===== src/rtl/multiaddr_fork_pkg.sv =====
// Shared types and helpers for the multicast request fork.
package multiaddr_fork_pkg;

  typedef enum logic {
    ST_IDLE = 1'b0,
    ST_FORK = 1'b1
  } state_e;

  // Width needed to count from 0 up to n inclusive.
  function automatic int unsigned cnt_width(input int unsigned n);
    return $clog2(n + 1);
  endfunction

endpackage


===== src/rtl/multiaddr_fork_if.sv =====
// Request side (decoded multicast request) and fork side (per-index channels) of the fork.
interface multiaddr_fork_if #(
  parameter int unsigned NoIndices    = 4,
  parameter int unsigned AddrWidth    = 32,
  parameter int unsigned PayloadWidth = 32
);
  import multiaddr_fork_pkg::*;

  localparam int unsigned CntWidth = cnt_width(NoIndices);

  logic                                 slv_valid_i;
  logic                                 slv_ready_o;
  logic [NoIndices-1:0]                 slv_select_i;
  logic [NoIndices-1:0][AddrWidth-1:0]  slv_addr_i;
  logic [NoIndices-1:0][AddrWidth-1:0]  slv_mask_i;
  logic [PayloadWidth-1:0]              slv_payload_i;
  logic [NoIndices-1:0]                 mst_valid_o;
  logic [NoIndices-1:0]                 mst_ready_i;
  logic [NoIndices-1:0][AddrWidth-1:0]  mst_addr_o;
  logic [NoIndices-1:0][AddrWidth-1:0]  mst_mask_o;
  logic [PayloadWidth-1:0]              mst_payload_o;
  logic                                 dec_error_o;
  logic [CntWidth-1:0]                  pending_cnt_o;

  // Environment view: issues requests and drives channel readies.
  modport master (
    output slv_valid_i, slv_select_i, slv_addr_i, slv_mask_i, slv_payload_i, mst_ready_i,
    input  slv_ready_o, mst_valid_o, mst_addr_o, mst_mask_o, mst_payload_o,
           dec_error_o, pending_cnt_o
  );

  // Fork view.
  modport slave (
    input  slv_valid_i, slv_select_i, slv_addr_i, slv_mask_i, slv_payload_i, mst_ready_i,
    output slv_ready_o, mst_valid_o, mst_addr_o, mst_mask_o, mst_payload_o,
           dec_error_o, pending_cnt_o
  );
endinterface


===== src/rtl/multiaddr_fork_popcount.sv =====
// Combinational population count of a bit vector.
module multiaddr_fork_popcount #(
  parameter int unsigned Width    = 4,
  parameter int unsigned CntWidth = 3
) (
  input  logic [Width-1:0]    data_i,
  output logic [CntWidth-1:0] cnt_c
);
  always_comb begin
    cnt_c = '0;
    for (int unsigned i = 0; i < Width; i++) begin
      cnt_c = cnt_c + CntWidth'(data_i[i]);
    end
  end
endmodule


===== src/rtl/multiaddr_fork.sv =====
// Forks one decoded multicast request into NoIndices valid/ready channels and holds it
// in a one-entry register until every selected channel has handshaken.
module multiaddr_fork
  import multiaddr_fork_pkg::*;
#(
  parameter int unsigned NoIndices    = 4,
  parameter int unsigned AddrWidth    = 32,
  parameter int unsigned PayloadWidth = 32
) (
  input  logic           clk_i,
  input  logic           rst_i,
  multiaddr_fork_if.slave bus
);
  localparam int unsigned CntWidth = cnt_width(NoIndices);

  typedef logic [NoIndices-1:0]                sel_t;
  typedef logic [NoIndices-1:0][AddrWidth-1:0] addr_vec_t;

  state_e                  state_q, state_d;
  sel_t                    pending_q, pending_d, pending_left;
  addr_vec_t               addr_q, addr_d, mask_q, mask_d;
  logic [PayloadWidth-1:0] payload_q, payload_d;
  logic                    dec_error_q, dec_error_d;
  logic [CntWidth-1:0]     cnt_q, cnt_d;
  logic                    slv_ready_c, accept, load;

  // Channels still outstanding after this cycle's handshakes.
  assign pending_left = pending_q & ~bus.mst_ready_i;
  assign accept       = bus.slv_valid_i & slv_ready_c;
  assign load         = accept & (|bus.slv_select_i);

  always_ff @(posedge clk_i or posedge rst_i) begin
    if (rst_i) state_q <= ST_IDLE;
    else       state_q <= state_d;
  end

  always_comb begin
    state_d = state_q;
    case (state_q)
      ST_IDLE: if (load) state_d = ST_FORK;
      ST_FORK: if (~|pending_left) state_d = load ? ST_FORK : ST_IDLE;
      default: state_d = ST_IDLE;
    endcase
  end

  // Accept a new request only once the last outstanding channels complete.
  always_comb begin
    slv_ready_c = 1'b1;
    case (state_q)
      ST_FORK: slv_ready_c = ~|pending_left;
      default: slv_ready_c = 1'b1;
    endcase
  end

  // A zero-select request is dropped without touching the data registers.
  always_comb begin
    pending_d   = pending_left;
    addr_d      = addr_q;
    mask_d      = mask_q;
    payload_d   = payload_q;
    dec_error_d = accept & ~|bus.slv_select_i;
    if (accept) pending_d = bus.slv_select_i;
    if (load) begin
      addr_d    = bus.slv_addr_i;
      mask_d    = bus.slv_mask_i;
      payload_d = bus.slv_payload_i;
    end
  end

  multiaddr_fork_popcount #(
    .Width    (NoIndices),
    .CntWidth (CntWidth)
  ) i_popcount (
    .data_i (pending_d),
    .cnt_c  (cnt_d)
  );

  always_ff @(posedge clk_i or posedge rst_i) begin
    if (rst_i) begin
      pending_q   <= '0;
      addr_q      <= '0;
      mask_q      <= '0;
      payload_q   <= '0;
      dec_error_q <= 1'b0;
      cnt_q       <= '0;
    end else begin
      pending_q   <= pending_d;
      addr_q      <= addr_d;
      mask_q      <= mask_d;
      payload_q   <= payload_d;
      dec_error_q <= dec_error_d;
      cnt_q       <= cnt_d;
    end
  end

  assign bus.slv_ready_o   = slv_ready_c;
  assign bus.mst_valid_o   = pending_q;
  assign bus.mst_addr_o    = addr_q;
  assign bus.mst_mask_o    = mask_q;
  assign bus.mst_payload_o = payload_q;
  assign bus.dec_error_o   = dec_error_q;
  assign bus.pending_cnt_o = cnt_q;

  a_slv_stable: assert property (@(posedge clk_i) disable iff (rst_i)
    (bus.slv_valid_i && !slv_ready_c) |=> (bus.slv_valid_i && $stable(bus.slv_select_i) &&
      $stable(bus.slv_addr_i) && $stable(bus.slv_mask_i) && $stable(bus.slv_payload_i)));

  a_no_indices: assert property (@(posedge clk_i) NoIndices > 0);

endmodule


===== src/flat_wrapper.sv =====
// flat-port wrapper written by rule: the top's interface ports become plain ports
module multiaddr_fork_flat import multiaddr_fork_pkg::*;
#(
  parameter int unsigned NoIndices    = 4,
  parameter int unsigned AddrWidth    = 32,
  parameter int unsigned PayloadWidth = 32
)
  (clk_i, rst_i, bus_slv_valid_i, bus_slv_select_i, bus_slv_addr_i, bus_slv_mask_i, bus_slv_payload_i, bus_mst_ready_i, bus_slv_ready_o, bus_mst_valid_o, bus_mst_addr_o, bus_mst_mask_o, bus_mst_payload_o, bus_dec_error_o, bus_pending_cnt_o);
  multiaddr_fork_if #(.NoIndices(NoIndices), .AddrWidth(AddrWidth), .PayloadWidth(PayloadWidth)) bus_i ();
  input  logic clk_i;
  input  logic rst_i;
  input wire logic [$bits(bus_i.slv_valid_i)-1:0] bus_slv_valid_i;
  input wire logic [$bits(bus_i.slv_select_i)-1:0] bus_slv_select_i;
  input wire logic [$bits(bus_i.slv_addr_i)-1:0] bus_slv_addr_i;
  input wire logic [$bits(bus_i.slv_mask_i)-1:0] bus_slv_mask_i;
  input wire logic [$bits(bus_i.slv_payload_i)-1:0] bus_slv_payload_i;
  input wire logic [$bits(bus_i.mst_ready_i)-1:0] bus_mst_ready_i;
  output wire logic [$bits(bus_i.slv_ready_o)-1:0] bus_slv_ready_o;
  output wire logic [$bits(bus_i.mst_valid_o)-1:0] bus_mst_valid_o;
  output wire logic [$bits(bus_i.mst_addr_o)-1:0] bus_mst_addr_o;
  output wire logic [$bits(bus_i.mst_mask_o)-1:0] bus_mst_mask_o;
  output wire logic [$bits(bus_i.mst_payload_o)-1:0] bus_mst_payload_o;
  output wire logic [$bits(bus_i.dec_error_o)-1:0] bus_dec_error_o;
  output wire logic [$bits(bus_i.pending_cnt_o)-1:0] bus_pending_cnt_o;
  assign bus_i.slv_valid_i = bus_slv_valid_i;
  assign bus_i.slv_select_i = bus_slv_select_i;
  assign bus_i.slv_addr_i = bus_slv_addr_i;
  assign bus_i.slv_mask_i = bus_slv_mask_i;
  assign bus_i.slv_payload_i = bus_slv_payload_i;
  assign bus_i.mst_ready_i = bus_mst_ready_i;
  assign bus_slv_ready_o = bus_i.slv_ready_o;
  assign bus_mst_valid_o = bus_i.mst_valid_o;
  assign bus_mst_addr_o = bus_i.mst_addr_o;
  assign bus_mst_mask_o = bus_i.mst_mask_o;
  assign bus_mst_payload_o = bus_i.mst_payload_o;
  assign bus_dec_error_o = bus_i.dec_error_o;
  assign bus_pending_cnt_o = bus_i.pending_cnt_o;
  multiaddr_fork #(.NoIndices(NoIndices), .AddrWidth(AddrWidth), .PayloadWidth(PayloadWidth)) u_core (.clk_i(clk_i), .rst_i(rst_i), .bus(bus_i));
endmodule

===== config.mk =====
export PLATFORM = sky130hd
export DESIGN_NAME = multiaddr_fork_flat
export DESIGN_NICKNAME = d
export VERILOG_FILES = /design/src/rtl/multiaddr_fork_pkg.sv /design/src/rtl/multiaddr_fork_if.sv /design/src/rtl/multiaddr_fork_popcount.sv /design/src/rtl/multiaddr_fork.sv /design/src/flat_wrapper.sv
export SDC_FILE = /design/constraint.sdc
export NUM_CORES = 1
export LEC_CHECK = 0
export ABC_CLOCK_PERIOD_IN_PS = 10100
export CORE_AREA = 2 2 230 232
export CTS_CLUSTER_DIAMETER = 40
export DETAILED_ROUTE_END_ITERATION = 8
export DIE_AREA = 0 0 232 234
export PLACE_DENSITY_LB_ADDON = 0.15
export SYNTH_ARGS = -nofsm -noshare
export SYNTH_HDL_FRONTEND = slang
export SYNTH_SLANG_ARGS = --single-unit

===== constraint.sdc =====
create_clock -name clk_i -period 10.1 [get_ports clk_i]
set_input_delay 1.01 -clock clk_i [delete_from_list [all_inputs] [get_ports clk_i]]
set_output_delay 1.01 -clock clk_i [all_outputs]
set_load 0.01 [all_outputs]

==> impl_metrics.py, run 1 <==
metrics = {
    "critical_path": {
        "critPathRequiredTime_ns": 10.54,
        "rr_worst_depth": 6,
        "critical_path_class": "input pin to flop",
        "reg2reg_to": "u_core.bus.mst_mask_o[75]",
        "regToRegSetupSlack_ns": 6.38,
        "start_kind": "input pin",
        "setup.worst_path.start": "bus_mst_ready_i[3]",
        "endpoint": "u_core.bus.mst_mask_o[75]",
        "arrival_ns": 4.55,
        "r2r-start": "u_core.bus.mst_valid_o[3]",
        "cp_max_fo": 77,
        "crit_path_end_kind": "flop",
    },
    "detailed_routing": {
        "wl_um": 36260,
        "dr.pass1.iters": 4,
        "routed_via_density": 3.894,
        "vias": 7858,
        "drcViolationCount": 0,
        "ant_nets": 0,
        "wire_per_inst_um": 17.97,
        "drt_iter0_drc": 223,
    },
    "clocking": {
        "postCtsSetupBuffers": 0,
        "clockBufferDepth": 3,
        "clock-sinks": 297,
        "cts_buffers": 67,
        "clk_latency_ns": 0.58,
        "cts_hold_buf": 0,
        "post_cts_resized": 0,
        "htreeDepth": 3,
        "cts.reportedPaths.clkPinSlew_ns": 0.04,
        "cts_root_buffer": "clkbuf_16",
        "cts_tree": "yes",
    },
    "yosys": {
        "synth_cell_types": 15,
        "syn-cell-area_um2": 11160,
        "yosysSeqAreaShare_pct": 66.57,
        "netlist.area_leader.share_pct": 66.57,
        "syn_inst": 637,
        "synth-seq-cells": 297,
        "ys_warn_count": 0,
        "synthesis.nets": 939,
        "synth_area_leaders": "dfrtp_1 67%, mux2_1 29%, buf_6 2.4%",
        "synth_area_per_cell_um2": 17.53,
        "synth_top_cell_by_area": "dfrtp_1",
    },
    "sta": {
        "rsz0062_at_grt": "false",
        "hold_viol": 0,
        "max_freq_mhz": 243.7,
        "fin_crit_sh_pct": 40.63,
        "setup_ws_ns": 5.996,
        "fin_worst_skew_ns": 0.02389,
        "tightest_slew_ns": 1.067,
        "whs_ns": 0.4775,
        "setup_tns_ns": 0,
        "slew_viol_final": 0,
        "setup_viol": 0,
        "period_needed_ns": 4.104,
        "slew_headroom_pct": 28.87,
    },
    "outcome": {
        "status": "finished clean",
    },
    "power_and_ir_drop": {
        "ir_drop_v": 0.0001779,
        "leakage_nw": 8.219,
        "p_per_area_nw_per_um2": 254.1,
    },
    "die": {
        "fp-row-count": 84,
        "fp.dieH_um": 234,
        "pin_count": 596,
        "core_area_um2": 52020,
        "die_x_um": 232,
        "start_util_pct": 21.46,
        "dieArea_um2": 54290,
    },
    "finish": {
        "final_cell_mix": "595 x clkdlybuf4s50_1, 297 x dfrtp_1, 288 x mux2_1, 68 x clkbuf_16, 17 x clkinv_2",
        "syn_to_final_growth_pct": 79.97,
        "multi_input_area_um2": 3423,
        "seqCellArea_um2": 7432,
        "nFillCells": 4990,
        "fin_nets": 1577,
        "utilization_pct": 38.62,
        "final_cell_area_um2": 20090,
        "drive_gt1_share_pct": 9.297,
        "final_common_cell": "clkdlybuf4s50_1",
    },
    "global_route": {
        "overflow": 0,
        "antenna_found_initial": 4,
        "grt_pass1_vias": 8480,
        "grt_pass1_wl_um": 53360,
        "grt_usage_pct": 13.06,
        "grt_max_degree": 146,
    },
    "placement": {
        "placement.cell_area_um2": 17740,
        "place.gp.congestion": 0.7703,
        "pre_cts_ws_ns": 5.404,
        "io_buffers": 595,
        "hpwl_um": 26220,
    },
    "flow_run": {
        "cap_violations": 0,
    },
    "min_path": {
        "min_path_type": "flop to flop",
    },
}
## metal layers
metal / vias up / wire (um) / track usage, % / share of wire [%]
li1: 3558 / - / - / -
met1: 3910 / 13190 / 13.92 / 36
met2: 329 / 18650 / 22.22 / 51
met3: 61 / 3550 / 6.141 / 9.8
met4: 0 / 875 / 5.449 / 2.4
met5: - / 0 / 0 / 0
## cell usage after synthesis
cell type and instances:
buf_6 24, ha_1 2, buf_2 7, or4_1 1
fa_1 1, nand2b_1 1, o41ai_4 1, a32o_1 4
nor2b_1 5, mux2_1 288, inv_1 1, buf_4 1
nand2_1 3, dfrtp_1 297, nor2_1 1
## worst max-delay path: stages
cell	delay [ns]
clkdlybuf4s50_1	0.45
nor2b_1	0.08
o41ai_4	0.55
nor2b_4	0.28
buf_4	0.69
buf_4	0.93
mux2_1	0.39
## power breakdown
part / total [mW] / switching [mW] / internal [mW] / leakage, nW
clock network: 2.22 / 0.703 / 1.51 / 1.15
logic: 1.27 / 0.499 / 0.771 / 3.59
registers: 1.62 / 0.135 / 1.48 / 3.48
## kinds of logic (layout without fill, tap and decap cells)
group,Yosys count,count (layout),synth area share (%)
buf+inv,33,719,2.835
fa+ha+maj,3,3,0.4034
other cells,0,7,0
mux,288,288,29.05
compound gates,5,5,0.6052
flops,297,297,66.57
simple gates,11,11,0.5380
## metrics by stage
step                power, mW  cells
CTS                     5.214   2011
floorplan               2.098    637
global placement        2.925   1894
global route            5.364   2014
finish                  5.106   2018
detailed placement      2.934   1894
## worst min-delay path by stage
stage | start | to | slack (ns) | cells after the start
final | u_core.bus.mst_mask_o[25] | u_core.bus.mst_mask_o[25] | 0.48 | 1
after global routing | u_core.bus.mst_mask_o[28] | u_core.bus.mst_mask_o[28] | 0.49 | 1
after CTS | u_core.bus.mst_mask_o[27] | u_core.bus.mst_mask_o[27] | 0.48 | 1
after detailed placement | u_core.bus.mst_mask_o[42] | u_core.bus.mst_mask_o[42] | 0.47 | 1
after global placement | u_core.bus.mst_addr_o[94] | u_core.bus.mst_addr_o[94] | 0.47 | 1
after floorplan | u_core.bus.mst_addr_o[100] | u_core.bus.mst_addr_o[100] | 0.53 | 1
## sequential cells by signal, indices dropped and copies added, names as in the netlist
name / count
u_core.bus.mst_addr_o: 128
u_core.bus.mst_payload_o: 32
u_core.bus.mst_mask_o: 128
u_core.state_q: 1
u_core.bus.pending_cnt_o: 3
u_core.bus.dec_error_o: 1
u_core.bus.mst_valid_o: 4
## final cells by class
class                   instances  area share (%)
repair buffers                601           29.93
inverters                       1         0.05604
well taps                     688           4.284
multi-input cells             307           17.04
clock buffers                  82           9.278
diodes                          7         0.08718
clock inverters                35           2.341
flip-flops and latches        297           36.99
Note: power is estimated with default switching activity, not from simulation.
==> run 2: changes to the inputs <==
--- a/config.mk
+++ b/config.mk
@@ -5,7 +5,7 @@
 export SDC_FILE = /design/constraint.sdc
 export NUM_CORES = 1
 export LEC_CHECK = 0
-export ABC_CLOCK_PERIOD_IN_PS = 10100
+export ABC_CLOCK_PERIOD_IN_PS = 3500
 export CORE_AREA = 2 2 230 232
 export CTS_CLUSTER_DIAMETER = 40
 export DETAILED_ROUTE_END_ITERATION = 8
==> constraint.sdc (replaced) <==
create_clock -name clk_i -period 3.5 [get_ports clk_i]
set_input_delay 0.35 -clock clk_i [delete_from_list [all_inputs] [get_ports clk_i]]
set_output_delay 0.35 -clock clk_i [all_outputs]
set_load 0.01 [all_outputs]
==> run 2 against run 1 <==
Clock-buffer cell count down 3. Clock power rose to 2.6 times the previous value. First-iteration DRC count down 19%.
==> impl_metrics.py, run 2 (same netlist as run 1, synthesis figures left out) <==
metrics = {
    "die": {
        "core_area_um2": 52020,
        "die_x_um": 232,
        "pin_count": 596,
        "fp-row-count": 84,
        "fp.dieH_um": 234,
        "dieArea_um2": 54290,
        "start_util_pct": 21.46,
    },
    "critical_path": {
        "regToRegSetupSlack_ns": 1.02,
        "worstPathCellList": "nor2b_1, o41ai_4, clkdlybuf4s50_1",
        "r2r-start": "u_core.bus.mst_valid_o[3]",
        "critPathRequiredTime_ns": 3.15,
        "slowest_stage": "clkdlybuf4s50_1",
        "critical_path_class": "flop to primary output",
        "reg2reg_to": "u_core.bus.mst_addr_o[10]",
        "cp_max_fo": 8,
        "cpPeakStageDelay_ns": 0.66,
        "crit_path_end_kind": "primary output",
        "rr_worst_depth": 6,
        "start_kind": "flop",
        "worst-path-buf-inv": 1,
        "cpLargestDelayFamily": "buffers and inverters",
        "arrival_ns": 2.34,
    },
    "power_and_ir_drop": {
        "leakage_nw": 8.165,
        "ir_drop_v": 0.0003921,
        "p_per_area_nw_per_um2": 708.4,
    },
    "finish": {
        "nFillCells": 5001,
        "drive_gt1_share_pct": 9.377,
        "seqCellArea_um2": 7432,
        "syn_to_final_growth_pct": 79.46,
        "multi_input_area_um2": 3423,
        "final_cell_area_um2": 20040,
        "fin_nets": 1585,
        "final_cell_mix": "595 x clkdlybuf4s50_1, 297 x dfrtp_1, 288 x mux2_1, 61 x clkbuf_16, 13 x buf_4",
        "final_common_cell": "clkdlybuf4s50_1",
    },
    "detailed_routing": {
        "wire_per_inst_um": 18.42,
        "wl_um": 37250,
        "drt_iter0_drc": 181,
        "vias": 7849,
        "drcViolationCount": 0,
        "routed_via_density": 3.882,
        "ant_nets": 0,
        "dr.pass1.iters": 4,
    },
    "min_path": {
        "min_path_type": "input pin to asynchronous set/reset pin",
    },
    "global_route": {
        "top_usage_layer": "met2",
        "grt_use_met3_pct": 4.621,
        "use_met1_pct": 14.81,
        "antenna_found_initial": 1,
        "grt_usage_pct": 13.17,
        "grt.met2_usage_pct": 22.89,
        "grt_pass1_wl_um": 53630,
        "overflow": 0,
        "grt_pass1_vias": 8344,
        "grt_max_degree": 86,
    },
    "sta": {
        "setup_viol": 0,
        "max_freq_mhz": 371.7,
        "fin_worst_skew_ns": 0.009451,
        "tightest_slew_ns": 0.6469,
        "hold_viol": 0,
        "rsz0062_at_grt": "false",
        "slew_viol_final": 0,
        "whs_ns": 0.2127,
        "period_needed_ns": 2.691,
        "fin_crit_sh_pct": 76.87,
        "slew_headroom_pct": 56.78,
    },
    "flow_run": {
        "cap_violations": 0,
    },
    "clocking": {
        "clk_latency_ns": 0.58,
        "clockBufferDepth": 3,
        "htreeDepth": 2,
        "cts.reportedPaths.clkPinSlew_ns": 0.05,
        "cts_buffers": 59,
        "cts_root_buffer": "clkbuf_16",
        "clock-sinks": 297,
        "post_cts_resized": 0,
        "postCtsSetupBuffers": 0,
        "cts_tree": "yes",
        "cts_hold_buf": 0,
    },
    "placement": {
        "place.gp.congestion": 0.7750,
        "hpwl_um": 28570,
        "placement.cell_area_um2": 17960,
        "io_buffers": 595,
    },
    "outcome": {
        "status": "finished clean",
    },
}
[run 2: metal layers]
metal	wire length, um	vias to the layer above	part of all wire (%)
met2	19010	307	51
met3	3068	64	8.2
li1	-	3585	-
met1	14240	3893	38
met4	934	0	2.5
met5	0	-	0
[run 2: worst max-delay path by stage]
| stage | startpoint | endpoint | slack (ns) | depth (start not counted) |
|---|---|---|---|---|
| finish | u_core.bus.mst_valid_o[3] | bus_slv_ready_o | 0.81 | 3 |
| global route | u_core.bus.mst_valid_o[3] | bus_slv_ready_o | 0.69 | 3 |
| CTS | u_core.bus.mst_valid_o[3] | bus_slv_ready_o | 0.78 | 3 |
| detailed placement | bus_mst_ready_i[3] | u_core.bus.mst_addr_o[46] | 0.69 | 7 |
| global placement | bus_mst_ready_i[3] | u_core.bus.mst_addr_o[95] | 0.71 | 7 |
| floorplan | rst_i | u_core.bus.dec_error_o | -0.80 | 1 |
[run 2: where the power goes]
group	internal (mW)	switching [mW]	total, mW	leakage (nW)
registers	4.28	0.404	4.69	3.48
clock network	3.92	1.87	5.79	0.988
logic	2.26	1.46	3.72	3.70
total	10.5	3.73	14.2	8.17
[run 2: final cells by class]
class / instances / area share (%)
Antenna cell: 1 / 0.01249
Clock buffer: 79 / 8.306
Clock inverter: 32 / 2.055
Inverter: 1 / 0.03747
Multi-Input combinational cell: 307 / 17.09
Sequential cell: 297 / 37.09
Tap cell: 688 / 4.297
Timing Repair Buffer: 617 / 31.11
[run 2: metrics by stage]
step	power, mW	setup WS, ns	utilization, %	setup TNS (ns)	cells
global placement	8.497	0.7052	34.52	0	1910
CTS	14.50	0.7815	38.51	0	2021
floorplan	6.056	-0.7951	-	-236.14	637
global route	14.92	0.6943	38.51	0	2022
finish	14.19	0.8095	38.51	0	2022
detailed placement	8.533	0.6918	34.52	0	1910
[run 2: worst register-to-register path, delay by kind of cell, from the launching register on]
kind,cells,cell delay (ns)
AOI/OAI and AO/OA,1,0.56
muxes,1,0.41
and+or+nand+nor,2,0.47
DFF,1,0.38
buffers and inverters,2,0.55
